[src/rtl/mem_io_pkg.sv]
// Shared types and constants for the CPU-side memory/IO bridge.
package mem_io_pkg;

  typedef enum logic [2:0] {
    IDLE,
    RD,
    WR,
    WH,
    DONE
  } state_t;

  localparam logic [19:0] DEF_IO_ADDR = 20'hFFFFF;
  localparam int unsigned WAIT_W      = 4;

endpackage

[src/rtl/mem_io_ctrl_sync2.sv]
// Parametrised-width two-flop synchroniser for asynchronous board inputs.
module sync2 #(
  parameter int unsigned W = 16
) (
  input  logic         Clk,
  input  logic         Reset,
  input  logic [W-1:0] d,
  output logic [W-1:0] q
);

  logic [W-1:0] meta;

  // First flop may go metastable; second flop presents a settled value.
  always_ff @(posedge Clk) begin
    if (Reset) begin
      meta <= '0;
      q    <= '0;
    end else begin
      meta <= d;
      q    <= meta;
    end
  end

endmodule

[src/rtl/mem_io_ctrl.sv]
// CPU request bridge: routes single-word accesses to async SRAM or the IO word.
module mem_io_ctrl
  import mem_io_pkg::*;
#(
  parameter int unsigned       ADDR_W      = 20,
  parameter int unsigned       DATA_W      = 16,
  parameter int unsigned       NUM_HEX     = 4,
  parameter int unsigned       WAIT_CYCLES = 2,
  parameter logic [ADDR_W-1:0] IO_ADDR     = DEF_IO_ADDR
) (
  input  logic                  Clk,
  input  logic                  Reset,
  input  logic                  req,
  input  logic                  we,
  input  logic [1:0]            be,
  input  logic [ADDR_W-1:0]     addr,
  input  logic [DATA_W-1:0]     wdata,
  output logic                  ready,
  output logic [DATA_W-1:0]     rdata,
  input  logic [DATA_W-1:0]     switches,
  output logic [NUM_HEX*4-1:0]  hex_digits,
  output logic                  CE_N,
  output logic                  OE_N,
  output logic                  WE_N,
  output logic                  UB_N,
  output logic                  LB_N,
  output logic [ADDR_W-1:0]     sram_addr,
  output logic [DATA_W-1:0]     sram_dout,
  output logic                  sram_drive,
  input  logic [DATA_W-1:0]     sram_din
);

  localparam int unsigned        HEX_W     = NUM_HEX * 4;
  localparam int unsigned        HALF_W    = DATA_W / 2;
  localparam logic [WAIT_W-1:0]  WAIT_LAST = WAIT_W'(WAIT_CYCLES);

  state_t              state;
  logic [WAIT_W-1:0]   cnt;
  logic [1:0]          be_q;
  logic [DATA_W-1:0]   sw_sync;
  logic [HEX_W-1:0]    hex_wr;
  logic [DATA_W-1:0]   rd_mask;
  logic                is_io;

  sync2 #(.W(DATA_W)) u_sw_sync (
    .Clk   (Clk),
    .Reset (Reset),
    .d     (switches),
    .q     (sw_sync)
  );

  // Display register is loaded from the low data bits, zero-extended if wider.
  if (HEX_W > DATA_W) begin : g_hex_ext
    assign hex_wr = {{(HEX_W - DATA_W){1'b0}}, wdata};
  end else begin : g_hex_trunc
    assign hex_wr = wdata[HEX_W-1:0];
  end

  assign is_io   = (addr == IO_ADDR);
  assign rd_mask = {{HALF_W{be_q[1]}}, {HALF_W{be_q[0]}}};

  // Access sequencer; strobes and ready are registered so outputs are glitch-free.
  // ready is raised on the edge leaving DONE, so the CPU sees it in the IDLE cycle
  // that follows, and a held req is then taken on the edge ending that cycle.
  always_ff @(posedge Clk) begin
    if (Reset) begin
      state      <= IDLE;
      cnt        <= '0;
      be_q       <= '0;
      ready      <= 1'b0;
      rdata      <= '0;
      hex_digits <= '0;
      CE_N       <= 1'b1;
      OE_N       <= 1'b1;
      WE_N       <= 1'b1;
      UB_N       <= 1'b1;
      LB_N       <= 1'b1;
      sram_addr  <= '0;
      sram_dout  <= '0;
      sram_drive <= 1'b0;
    end else begin
      ready <= 1'b0;
      case (state)
        IDLE: begin
          if (req) begin
            cnt <= '0;
            if (is_io) begin
              if (we) hex_digits <= hex_wr;
              else    rdata      <= sw_sync;
              state <= DONE;
            end else begin
              sram_addr <= addr;
              be_q      <= be;
              CE_N      <= 1'b0;
              UB_N      <= ~be[1];
              LB_N      <= ~be[0];
              if (we) begin
                sram_dout  <= wdata;
                sram_drive <= 1'b1;
                WE_N       <= 1'b0;
                state      <= WR;
              end else begin
                OE_N  <= 1'b0;
                state <= RD;
              end
            end
          end
        end
        RD: begin
          if (cnt == WAIT_LAST) begin
            rdata <= sram_din & rd_mask;
            CE_N  <= 1'b1;
            OE_N  <= 1'b1;
            UB_N  <= 1'b1;
            LB_N  <= 1'b1;
            state <= DONE;
          end else begin
            cnt <= cnt + 1'b1;
          end
        end
        WR: begin
          if (cnt == WAIT_LAST) begin
            WE_N  <= 1'b1;
            state <= WH;
          end else begin
            cnt <= cnt + 1'b1;
          end
        end
        WH: begin
          CE_N       <= 1'b1;
          UB_N       <= 1'b1;
          LB_N       <= 1'b1;
          sram_drive <= 1'b0;
          state      <= DONE;
        end
        DONE: begin
          ready <= 1'b1;
          state <= IDLE;
        end
        default: state <= IDLE;
      endcase
    end
  end

endmodule

[config.mk]
export PLATFORM = sky130hd
export DESIGN_NAME = mem_io_ctrl
export DESIGN_NICKNAME = d
export VERILOG_FILES = /design/src/rtl/mem_io_pkg.sv /design/src/rtl/mem_io_ctrl_sync2.sv /design/src/rtl/mem_io_ctrl.sv
export SDC_FILE = /design/constraint.sdc
export NUM_CORES = 1
export LEC_CHECK = 0
export BUFFER_PORTS_ARGS = -buffer_cell sky130_fd_sc_hd__clkbuf_2
export CORE_MARGIN = 2
export CORE_UTILIZATION = 32
export DETAILED_ROUTE_END_ITERATION = 10
export SYNTH_ARGS = -nofsm -noshare
export SYNTH_HDL_FRONTEND = slang
export SYNTH_SLANG_ARGS = --single-unit
[constraint.sdc]
create_clock -name Clk -period 3.5 [get_ports Clk]
set_clock_uncertainty 0.15 [all_clocks]
set_input_delay 0.175 -clock Clk [delete_from_list [all_inputs] [get_ports Clk]]
set_output_delay 0.175 -clock Clk [all_outputs]
set_load 0.1 [all_outputs]
==> summary.md <==
| Metric | Value |
|---|---|
| Result of the run | `finished clean` |
| Maximum single-stage delay on the critical path | `730 ps` |
| Reported max-cap violation count | `0` |
| Filler Cell Count | `1,272` |
| Count of antenna-violating nets left after detailed routing | `0` |
| Antenna cells | `0` |
| Crit path from | `addr[6]` |
| Final estimated routing congestion in global placement | `0.768` |
| Critical path peak fanout | `16` |
| Final count of pins violating max slew | `0` |
| Post-detailed-routing wire length | `11.5 mm` |
| Total nets after synthesis | `515` |
| Final total negative setup slack | `0 ps` |
| Placeable core region | `13,300 sq um` |
| Data required time at the worst endpoint | `3630 ps` |
| Critical path class | `primary input to flip-flop` |
| Share of the yosys chip area belonging to registers | `0.527` |
| Share of final-layout standard cells stronger than drive strength 1 | `0.312` |
| Number of post-CTS setup repair buffers | `0` |
| Top cell type's share of synthesized area | `0.527` |
| Layout overhead on the synthesized area | `47.9%` |
| RR Startpoint | `state[2]` |
| Top delay family on crit path | `simple AND/OR/NAND/NOR gates` |
| # H-tree levels | `4` |
| CP Data Arrival Time | `2770 ps` |
| Number of global-route vias before repair | `3,630` |
| Peak Freq | `0.378 GHz` |
| Total Die Area | `14,700 sq um` |
| PD cells | `673 nW/um^2` |
| Flop and latch count out of synthesis | `116` |
| Number of buffers on the longest clock path | `2` |
| Largest area contributor in the synthesized netlist | `sky130_fd_sc_hd__dfxtp_1` |
| Hold_sp | `req` |
| Die Height | `121 um` |
| Count of yosys warnings during synthesis | `0` |
| Count of nets after finishing | `717` |
| CP max-delay cell | `sky130_fd_sc_hd__nand4_2` |
| Number of detailed-routing iterations run before antenna repair | `5` |
| Clock tree from TritonCTS | `built` |
| Headroom to the max-slew limit | `0.322` |
| Number of endpoints failing setup at the final stage | `0` |
| Area of the multi-input gates | `1900 sq um` |
| Avg Cell Area, Syn | `10.0 sq um` |
| Endpoint kind of the worst setup timing path | `flip-flop` |
| Congestion Overflow GR | `0` |
| Post-cts hold buffer count | `60` |
| Hold slack final | `34.4 ps` |
| Cell count after synthesis | `439` |
| Peak supply drop | `0.338 mV` |
| Cell types with the largest area share after synthesis | `sky130_fd_sc_hd__dfxtp_1 (53%), sky130_fd_sc_hd__mux2i_1 (12%), sky130_fd_sc_hd__nor2_1 (5.8%), sky130_fd_sc_hd__nor2b_1 (4.5%), sky130_fd_sc_hd__a211oi_2 (2.6%)` |
| Number of vias after detailed routing | `3,832` |
| Most frequent cells in the layout | `sky130_fd_sc_hd__clkbuf_2 (147), sky130_fd_sc_hd__dfxtp_1 (116), sky130_fd_sc_hd__nor2_1 (68)` |
| Count of final hold-check violations | `0` |
| Clock buffer count from CTS | `17` |
| Synthesized cell area | `4400 sq um` |
| # rows | `42` |
| Placed Area | `5250 sq um` |
| Final worst path period need | `2650 ps` |
| Avg WL per Cell | `13.9 um` |
| Wire length of the first global-routing pass | `17.9 mm` |
| Clk slew on worst S/H paths | `50 ps` |
| Clock net sink count | `116` |
| Fin crit share | `0.756` |
| CTS root buffer | `sky130_fd_sc_hd__clkbuf_16` |
| Initial Util | `0.330` |
| Resized Gates After CTS | `0` |
| Leakage power | `0.00302 uW` |
| Overall Global Routing Usage | `0.157` |
| Number of buffer and inverter stages on the critical path | `2` |
| Pin count of the biggest net entering global routing | `67` |
| Commonest non-fill, non-tap cell in the layout | `sky130_fd_sc_hd__clkbuf_2` |
| Non-Filler Cell Area, Final | `6510 sq um` |
| Chip Width | `121 um` |
| IO Port Bufs | `148` |
| Number of antenna violations at the first check in global routing | `0` |
| Setup repair after global routing missed its margin | `no` |
| Hold crit path type | `primary input to flip-flop` |
| Detail Placement HPWL | `7.65 mm` |
| Sequence of cells on the critical path | `dlygate4sd3_1 -> clkbuf_2 -> nand4_1 -> nor3_2 -> nand4_2 -> mux2i_1 -> nor2_1` |
| Remaining design rule violation count | `0` |
| Count of unique library cells instantiated by Yosys | `50` |
| Routed via count divided by cell count | `4.62` |
| First-iteration detailed-routing DRC count | `207` |
| Startpoint type of the worst setup path | `primary input` |
| Source-to-sink clock delay at the later pin of the worst-skew pair | `410 ps` |
| Area occupied by registers | `2320 sq um` |
| Tightest Pin Transition | `1010 ps` |
| IO Pins | `149` |
sequential cells by signal, indices dropped and copies added, names as in the netlist:
name	cells
CE_N	1
LB_N	1
OE_N	1
UB_N	1
WE_N	1
be_q	2
cnt	4
hex_digits	16
rdata	16
ready	1
sram_addr	20
sram_dout	16
sram_drive	1
state	3
u_sw_sync.meta	16
u_sw_sync.q	16
worst reg2reg max path, stage by stage (launching register included):
cell and delay [ps]:
sky130_fd_sc_hd__dfxtp_1 440, sky130_fd_sc_hd__nor4b_2 470, sky130_fd_sc_hd__a21boi_4 880, sky130_fd_sc_hd__mux2i_1 330
sky130_fd_sc_hd__nor2_1 60
per-layer routing:
metal | up-vias | track usage | part of all wire
met1 | 1788 | 0.182 | 0.43
met5 | - | 0 | 0
met4 | 0 | 0.0704 | 0.021
li1 | 1921 | - | -
met2 | 101 | 0.263 | 0.50
met3 | 22 | 0.0531 | 0.046
path summary, 6_finish.rpt:
| check | to | slack, ps | cells past startpoint |
|---|---|---|---|
| max | hex_digits[11] | 850 | 7 |
| min | cnt[1] | 30 | 3 |
| max reg2reg | sram_addr[4] | 1050 | 4 |
| min reg2reg | u_sw_sync.q[7] | 280 | 1 |
synthesized netlist by cell type, drive strengths merged:
cell type and n:
nor2b 32, clkbuf 16, nand2 15, o221a 1
xnor2 1, ha 2, a221o 2, o211a 1
nor3b 2, nor4b 2, nand4b 1, mux2i 54
dfxtp 116, buf 13, a211oi 12, nand3 6
o21ai 10, a21o 1, a21oi 19, o21a 6
or3 1, nor3 6, inv 9, a22oi 1
nand3b 2, or3b 1, nor2 71, o22ai 1
or2 2, o21bai 1, a32o 1, and3 10
a21boi 1, or4bb 1, a31oi 8, nand2b 2
nor4 1, o221ai 1, nand4 6, a311oi 1
cell type report:
cell class	instances	area share
Sequential cell	116	0.357
Multi-Input combinational cell	285	0.292
Timing Repair Buffer	212	0.211
Clock buffer	25	0.0792
Tap cell	176	0.0338
Clock inverter	7	0.0217
Inverter	9	0.00519
cells by family after synthesis:
family | synth area share
and+or+nand+nor | 0.188
DFF | 0.527
AOI/OAI and AO/OA | 0.111
muxes | 0.123
buffers and inverters | 0.0435
adders and majority gates | 0.00568
xor gates and xnor gates | 0.00199
stage by stage:
step                setup slack [ps]  instances  utilization  power (uW)
floorplan                       1510        439            -        2280
global placement                1030        738        0.394        2450
detailed placement               932        738        0.394        2460
CTS                              860        830        0.488        4420
global route                     704        830        0.488        4550
finish                           855        830        0.488        4380
power by group:
part	internal [uW]	leakage (uW)	total (uW)	switching (uW)
logic	275	0.00175	1000	726
clock network	1300	0.000320	1890	582
registers	1420	0.000949	1490	74.0
total	3000	0.00302	4380	1380
Note: power is estimated with default switching activity, not from simulation.
